`src/rtl/halt_pkg.sv`:
```
// Shared types and constants for the simulation halt handshake.
// The watchdog (HALT_WATCHDOG_EN) reuses WDOG_HALT_CODE from here.
package halt_pkg;

  localparam int unsigned CODE_W = 32;

  typedef enum logic [1:0] {
    RUN    = 2'd0,
    DRAIN  = 2'd1,
    REQ    = 2'd2,
    HALTED = 2'd3
  } state_t;

  localparam logic [CODE_W-1:0] EBREAK_INST    = 32'h0010_0073;
  localparam logic [CODE_W-1:0] WDOG_HALT_CODE = 32'hFFFF_FFFF;

endpackage

```
`src/rtl/halt_watchdog.sv`:
```
// Idle-commit watchdog: counts RUN cycles without a commit and flags expiry.
// Only instantiated when HALT_WATCHDOG_EN is defined.
module halt_watchdog #(
  parameter int unsigned WDOG_LIMIT = 100000
) (
  input  logic clock,
  input  logic reset,
  input  logic run,
  input  logic wb_valid,
  output logic expire_c
);

  localparam int unsigned CNT_W = 32;
  localparam logic [CNT_W-1:0] LAST = CNT_W'(WDOG_LIMIT - 1);

  logic [CNT_W-1:0] count;

  // Any commit (or leaving RUN) restarts the idle count; saturate at the limit.
  always_ff @(posedge clock) begin
    if (reset) begin
      count <= '0;
    end else if (!run || wb_valid) begin
      count <= '0;
    end else if (count != LAST) begin
      count <= count + CNT_W'(1);
    end
  end

  assign expire_c = run && !wb_valid && (count == LAST);

endmodule

```
`src/rtl/halt_ctrl.sv`:
```
// Halt handshake producer: stalls on a committed ebreak, drains memory
// traffic, then offers a valid/ready halt request. Optional HALT_WATCHDOG_EN.
module halt_ctrl
  import halt_pkg::*;
#(
  parameter int unsigned XLEN         = 64,
  parameter int unsigned DRAIN_CYCLES = 2,
  parameter int unsigned WDOG_LIMIT   = 100000
) (
  input  logic                clock,
  input  logic                reset,
  input  logic                wb_valid,
  input  logic [CODE_W-1:0]   wb_inst,
  input  logic [XLEN-1:0]     wb_pc,
  input  logic [XLEN-1:0]     R10,
  input  logic                lsu_busy,
  output logic                stall_o,
  output logic                halt_valid,
  input  logic                halt_ready,
  output logic [CODE_W-1:0]   halt_code,
  output logic [XLEN-1:0]     halt_pc,
  output logic                halted
);

  // The commit cycle itself counts as the first drain cycle.
  localparam int unsigned CNT_INIT = (DRAIN_CYCLES == 0) ? 0 : DRAIN_CYCLES - 1;
  localparam int unsigned CNT_W    = (CNT_INIT == 0) ? 1 : $clog2(CNT_INIT + 1);

  state_t           state, state_nx;
  logic [CNT_W-1:0] cnt, cnt_nx;
  logic             ebreak_hit;
  logic             cap_ebreak;
  logic             cap_wdog;
  logic             wdog_expire;
  logic [XLEN-1:0]  last_pc;
  logic             unused_ok;

  assign unused_ok = ^{R10[XLEN-1:CODE_W], (WDOG_LIMIT == 0)};

`ifdef HALT_WATCHDOG_EN
  halt_watchdog #(
    .WDOG_LIMIT(WDOG_LIMIT)
  ) u_wdog (
    .clock    (clock),
    .reset    (reset),
    .run      (state == RUN),
    .wb_valid (wb_valid),
    .expire_c (wdog_expire)
  );

  // PC reported on a watchdog halt.
  always_ff @(posedge clock) begin
    if (reset) begin
      last_pc <= '0;
    end else if (wb_valid && state == RUN) begin
      last_pc <= wb_pc;
    end
  end
`else
  assign wdog_expire = 1'b0;
  assign last_pc     = '0;
`endif

  always_comb begin
    state_nx   = state;
    cnt_nx     = cnt;
    stall_o    = 1'b1;
    cap_ebreak = 1'b0;
    cap_wdog   = 1'b0;
    ebreak_hit = wb_valid && (wb_inst == EBREAK_INST) && (state == RUN);
    case (state)
      RUN: begin
        stall_o = ebreak_hit;
        if (ebreak_hit) begin
          cap_ebreak = 1'b1;
          cnt_nx     = CNT_W'(CNT_INIT);
          state_nx   = (DRAIN_CYCLES == 0 && !lsu_busy) ? REQ : DRAIN;
        end else if (wdog_expire) begin
          cap_wdog = 1'b1;
          state_nx = REQ;
        end
      end
      DRAIN: begin
        if (cnt != '0) begin
          cnt_nx = cnt - CNT_W'(1);
        end else if (!lsu_busy) begin
          state_nx = REQ;
        end
      end
      REQ: begin
        if (halt_ready) state_nx = HALTED;
      end
      HALTED: state_nx = HALTED;
      default: state_nx = RUN;
    endcase
  end

  always_ff @(posedge clock) begin
    if (reset) begin
      state      <= RUN;
      cnt        <= '0;
      halt_valid <= 1'b0;
      halted     <= 1'b0;
      halt_code  <= '0;
      halt_pc    <= '0;
    end else begin
      state      <= state_nx;
      cnt        <= cnt_nx;
      halt_valid <= (state_nx == REQ);
      halted     <= (state_nx == HALTED);
      if (cap_ebreak) begin
        halt_code <= R10[CODE_W-1:0];
        halt_pc   <= wb_pc;
      end else if (cap_wdog) begin
        halt_code <= WDOG_HALT_CODE;
        halt_pc   <= last_pc;
      end
    end
  end

endmodule
```
`config.mk`:
```
export PLATFORM = sky130hd
export DESIGN_NAME = halt_ctrl
export DESIGN_NICKNAME = d
export VERILOG_FILES = /design/src/rtl/halt_pkg.sv /design/src/rtl/halt_watchdog.sv /design/src/rtl/halt_ctrl.sv
export SDC_FILE = /design/constraint.sdc
export NUM_CORES = 1
export LEC_CHECK = 0
export ABC_AREA = 0
export ABC_CLOCK_PERIOD_IN_PS = 1820
export CAP_MARGIN = 20
export CELL_PAD_IN_SITES_DETAIL_PLACEMENT = 1
export CELL_PAD_IN_SITES_GLOBAL_PLACEMENT = 2
export CORE_AREA = 3 3 156 158
export CTS_BUF_LIST = sky130_fd_sc_hd__clkbuf_8
export DETAILED_ROUTE_END_ITERATION = 7
export DIE_AREA = 0 0 159 161
export GPL_TIMING_DRIVEN = 0
export PLACE_DENSITY_LB_ADDON = 0.25
export SETUP_SLACK_MARGIN = 0.5
export SLEW_MARGIN = 10
export SYNTH_ARGS = -nofsm -noshare
export SYNTH_HDL_FRONTEND = slang
export SYNTH_HIERARCHICAL = 1
export SYNTH_SLANG_ARGS = --single-unit
```
`constraint.sdc`:
```
create_clock -name clock -period 1.82 [get_ports clock]
set_input_delay 0.364 -clock clock [delete_from_list [all_inputs] [get_ports clock]]
set_output_delay 0.364 -clock clock [all_outputs]
set_load 0.005 [all_outputs]
```
Yosys cells after proc, flatten, opt, wreduce, memory -nomap -nowiden

Cells that the tools add are included.

Mux-type cells: 13
Add/subtract/negate cells: 1
Reduce and logical (&&, ||, !) cells: 5
Equal/unequal tests: 7

Operators with widths:

| kind                                                   | count |
|---|---|
| 2-to-1 mux 64 bit                                      | 1 |
| equality test 32 x 21 -> 1 bit (second input constant) | 1 |
| 2-to-1 mux 32 bit                                      | 1 |
| equality test 2 bit (second input constant)            | 4 |
| 2-to-1 mux 2 bit                                       | 4 |
| case mux 2 bit (4 select lines)                        | 1 |
| 2-to-1 mux 1 bit                                       | 5 |
| equality test 2 x 1 -> 1 bit (second input constant)   | 1 |
| logical AND 1 bit                                      | 2 |
| logical NOT 2 bit                                      | 1 |
| != test 2 bit (second input constant)                  | 1 |
| case mux 1 bit (2 select lines)                        | 1 |
| AND reduction 2 bit                                    | 1 |
| nonzero test 2 bit                                     | 1 |
| subtractor 1 bit (second input constant)               | 1 |

Flip-flop bits (word level): 101
Input port bits: 165
Output and inout port bits: 99

Depth between registers and ports, before layout

Depth after elaboration: 6
Mapped depth: 7

Worst setup path after synthesis

No wires, ideal clock.

Path type: in2reg
From: input port wb_inst[18]
To: register halt_code[0]
Stages: 7
Library setup time: 0.072 ns
Arrival: 1.675 ns
Setup slack: 0.073 ns
Cells stage by stage: nor4_1 -> nand4_1 -> nor4_1 -> buf_2 -> buf_8 -> buf_12 -> mux2i_1

Cells in the longest elaborated chain, start to end: 5

Ends and longest elaborated chain:

| item                           | RTL line         | source |
|---|---|---|
| from (decl)                    | halt_ctrl.sv:13  | `input logic [CODE_W-1:0] wb_inst,` |
| equality test 32 x 21 -> 1 bit | halt_ctrl.sv:70  | `ebreak_hit = wb_valid && (wb_inst == EBREAK_INST) && (state == RUN);` |
| logical AND 1 bit (2 in a row) | halt_ctrl.sv:70  |  |
| 2-to-1 mux 1 bit               | halt_ctrl.sv:74  | `if (ebreak_hit) begin` |
| 2-to-1 mux 1 bit               | halt_ctrl.sv:71  | `case (state)` |
| to (signal assigned)           | halt_ctrl.sv:112 | `halt_code <= R10[CODE_W-1:0];` |
| to (decl)                      | halt_ctrl.sv:20  | `output logic [CODE_W-1:0] halt_code,` |

Every way passes these cells.
A chain may end at the register's enable or synchronous reset.

Worst setup path after layout

From: input port wb_inst[19]
To: output port stall_o

Cells in the longest elaborated chain, start to end: 4

Ends and longest elaborated chain:

| item                           | RTL line        | source |
|---|---|---|
| equality test 32 x 21 -> 1 bit | halt_ctrl.sv:70 |  |
| logical AND 1 bit (2 in a row) | halt_ctrl.sv:70 |  |
| 2-to-1 mux 1 bit               | halt_ctrl.sv:71 |  |
| to (decl)                      | halt_ctrl.sv:17 | `output logic stall_o,` |

Every way passes these cells.

==> impl_metrics.json <==
{
  "outcome": "finished clean",
  "critPathKind": "in -> out",
  "ys_top_cells_by_area": "dfxtp_1 44%, nand2b_1 26%, mux2i_1 21%",
  "synthXorXnorAreaFrac": 0,
  "crit_path_start": "wb_inst[19]",
  "grt_antenna_before_repair": 1,
  "hold_viol_final": 0,
  "coreArea_sq_mm": 0.0233,
  "setup_tns_ns": 0,
  "crit_arrival_ns": 1.44,
  "preCtsSetupSlack_ns": -0.781,
  "power_density_mw_per_mm2": 517,
  "final_layout_size_suffix_gt1_frac": 0.427,
  "gp_congestion": 0.739,
  "io_buffers": 230,
  "rows": 56,
  "avgSynthCellArea_sq_um": 10.1,
  "fin_skew_ns": 0.0106,
  "grt_pass1_vias": 4821,
  "r2r_cells": 8,
  "wirelength_microns": 17500,
  "worstPathMaxFanout": 3,
  "synth-seq-cells": 101,
  "hold_path.class": "reg -> reg",
  "post_drt_via_cell_ratio": 3.94,
  "yosys-top-cells-count": "192 x nand2b_1, 101 x dfxtp_1, 96 x mux2i_1, 23 x clkbuf_1, 7 x nor2_1",
  "crit_path_cell_trace": "clkbuf_2 > nor4_2 > nand4_1 > o31ai_1 > buf_2",
  "synth-adder-area-share": 0,
  "synth_top_area_cell": "dfxtp_1",
  "tritoncts": "yes",
  "startpoint_type": "input pin",
  "synth.area.mux_share": 0.210,
  "synth_edf_count": 0,
  "grt_max_degree": 18,
  "io_pins": 264,
  "cp_slowest_cell": "o31ai_1",
  "crit_path_end_kind": "output pin",
  "synth_top_cell_area_share": 0.441,
  "final.setup.worst_slack_ns": 0.0115,
  "htreeDepth": 3,
  "cp.required_ns": 1.46,
  "period_minus_slack_ns": 1.81,
  "clockRootBuffer": "clkbuf_8",
  "r2r_slack_ns": 0.15,
  "clk_latency_ns": 0.38,
  "synthFlopType": "dfxtp_1",
  "initial_utilization": 0.197,
  "yosysMostFrequentCell": "nand2b_1",
  "tightest_slew_ns": 0.413,
  "route.detailed.drc": 0,
  "clk_pin_slew_ns": 0.11,
  "place_hpwl_microns": 12400,
  "synth_compound_area_frac": 0.00928,
  "area_growth_pct": 75.5,
  "rsz0062_at_grt": "true",
  "nNetsFinal": 928,
  "cts-buffers-inserted": 9,
  "synth_area_sq_mm": 0.00459,
  "grt_pass1_wl_microns": 26900,
  "irDropWorstVdd_mv": 0.285,
  "yosys.area_share.simple": 0.294,
  "first_pass_iters": 4,
  "grt.total_usage": 0.132,
  "crit_path_max_incr_delay_ns": 0.31,
  "die_area_sq_mm": 0.0256,
  "ys_seq_area_frac": 0.441,
  "die_w_microns": 159,
  "overflow": 0,
  "route.antenna.remaining_nets": 0,
  "cap_violations": 0,
  "avgRoutedWirePerCell_microns": 16.1,
  "first_iter_violations": 98,
  "r2r-start": "state[1]$_SDFF_PP0_",
  "synth_nets": 618,
  "ys_types": 25,
  "crit_end": "stall_o",
  "power_w": 0.00416,
  "antenna_cells": 0,
  "rr_endpoint": "halt_pc[17]$_SDFFE_PP0P_",
  "route.vias.total": 4286,
  "finalSetupViolCount": 0,
  "chipHeight_microns": 161,
  "drv_slew": 0,
  "cts_sinks": 101,
  "syn_inst": 453,
  "maxSlewHeadroom": 0.724,
  "fmax_ghz": 0.553,
  "synth_top_family_by_area": "simple AND/OR/NAND/NOR gates",
  "clockBufferDepth": 2,
  "leakagePower_nw": 3.24,
  "ys_async_sr_fraction": 0,
  "fin_crit_sh": 0.994,
  "yosysWarnings": 6
}
[stage by stage]
stage | hold slack (ns) | utilization | instance area, sq um | instances
2_1_floorplan | 0.465 | - | 4610 | 453
3_3_place_gp | 0.457 | 0.314 | 7310 | 1002
3_5_place_dp | 0.467 | 0.314 | 7310 | 1002
4_1_cts | 0.481 | 0.340 | 7910 | 1073
5_1_grt | 0.496 | 0.346 | 8050 | 1087
6_report | 0.476 | 0.346 | 8050 | 1087
[kinds of logic after synthesis]
family / count (synthesis)
and+or+nand+nor: 216
DFF: 101
muxes: 96
buffers and inverters: 34
AOI/OAI and AO/OA: 6
[cells in the final DEF (no fill, tap or decap), types with 5 or more instances in the layout]
cell type	n
buf_4	42
mux2i_1	93
clkbuf_16	6
clkdlybuf4s15_1	11
buf_2	93
clkbuf_8	12
nor2_1	7
clkdlybuf4s50_1	99
dfxtp_2	96
dfxtp_1	5
nand2b_1	192
clkbuf_2	25
buf_12	13
buf_6	17
clkbuf_1	19
[critical path: cells and delay by family]
| kind | cells | cell delay (ns) |
|---|---|---|
| compound gates | 1 | 0.31 |
| simple gates | 2 | 0.50 |
| buf+inv | 2 | 0.26 |
[worst min-delay path by stage]
| stage | start | endpoint | slack [ns] | cells past startpoint |
|---|---|---|---|---|
| after floorplan | cnt$_SDFFE_PP0P_ | cnt$_SDFFE_PP0P_ | 0.46 | 1 |
| after global placement | halt_pc[3]$_SDFFE_PP0P_ | halt_pc[3]$_SDFFE_PP0P_ | 0.46 | 2 |
| after detailed placement | halt_pc[4]$_SDFFE_PP0P_ | halt_pc[4]$_SDFFE_PP0P_ | 0.47 | 2 |
| after CTS | halt_pc[18]$_SDFFE_PP0P_ | halt_pc[18]$_SDFFE_PP0P_ | 0.48 | 2 |
| after global routing | halt_pc[48]$_SDFFE_PP0P_ | halt_pc[48]$_SDFFE_PP0P_ | 0.50 | 2 |
| final | halt_pc[40]$_SDFFE_PP0P_ | halt_pc[40]$_SDFFE_PP0P_ | 0.48 | 2 |
[what timing repair did]
item                       in CTS  in global routing
gates cloned                    4                  6
pin swaps                      15                 15
gates resized for setup       552                 79
buffers inserted               51                  8
setup endpoints to repair     200                125
hold buffers                    0                  0
[registers in the layout, summed over array words and instances (netlist names)]
name / count
halt_code: 32
cnt: 1
halted: 1
halt_valid: 1
state: 2
halt_pc: 64
[layout make-up]
cell class | instances | area [sq um]
Fill cell | 2653 | 15200
Timing Repair Buffer | 299 | 2530
Multi-Input combinational cell | 318 | 2480
Sequential cell | 101 | 2140
Tap cell | 319 | 399
Buffer | 34 | 312
Clock buffer | 11 | 151
Clock inverter | 5 | 40.0
[metal layers]
metal | up-vias | track usage | part of all wire
li1 | 2090 | - | -
met1 | 2032 | 0.160 | 0.43
met2 | 150 | 0.220 | 0.48
met3 | 12 | 0.0557 | 0.084
met4 | 2 | 0.0275 | 0.0079
met5 | - | 0 | 0.00052
[power by group]
part	internal, W	switching [W]
Combinational	0.000325	0.000153
Clock	0.000590	0.000889
Sequential	0.00221	0.000000000000195
Total	0.00312	0.00104
No activity file was read; power rests on OpenSTA's default activity.
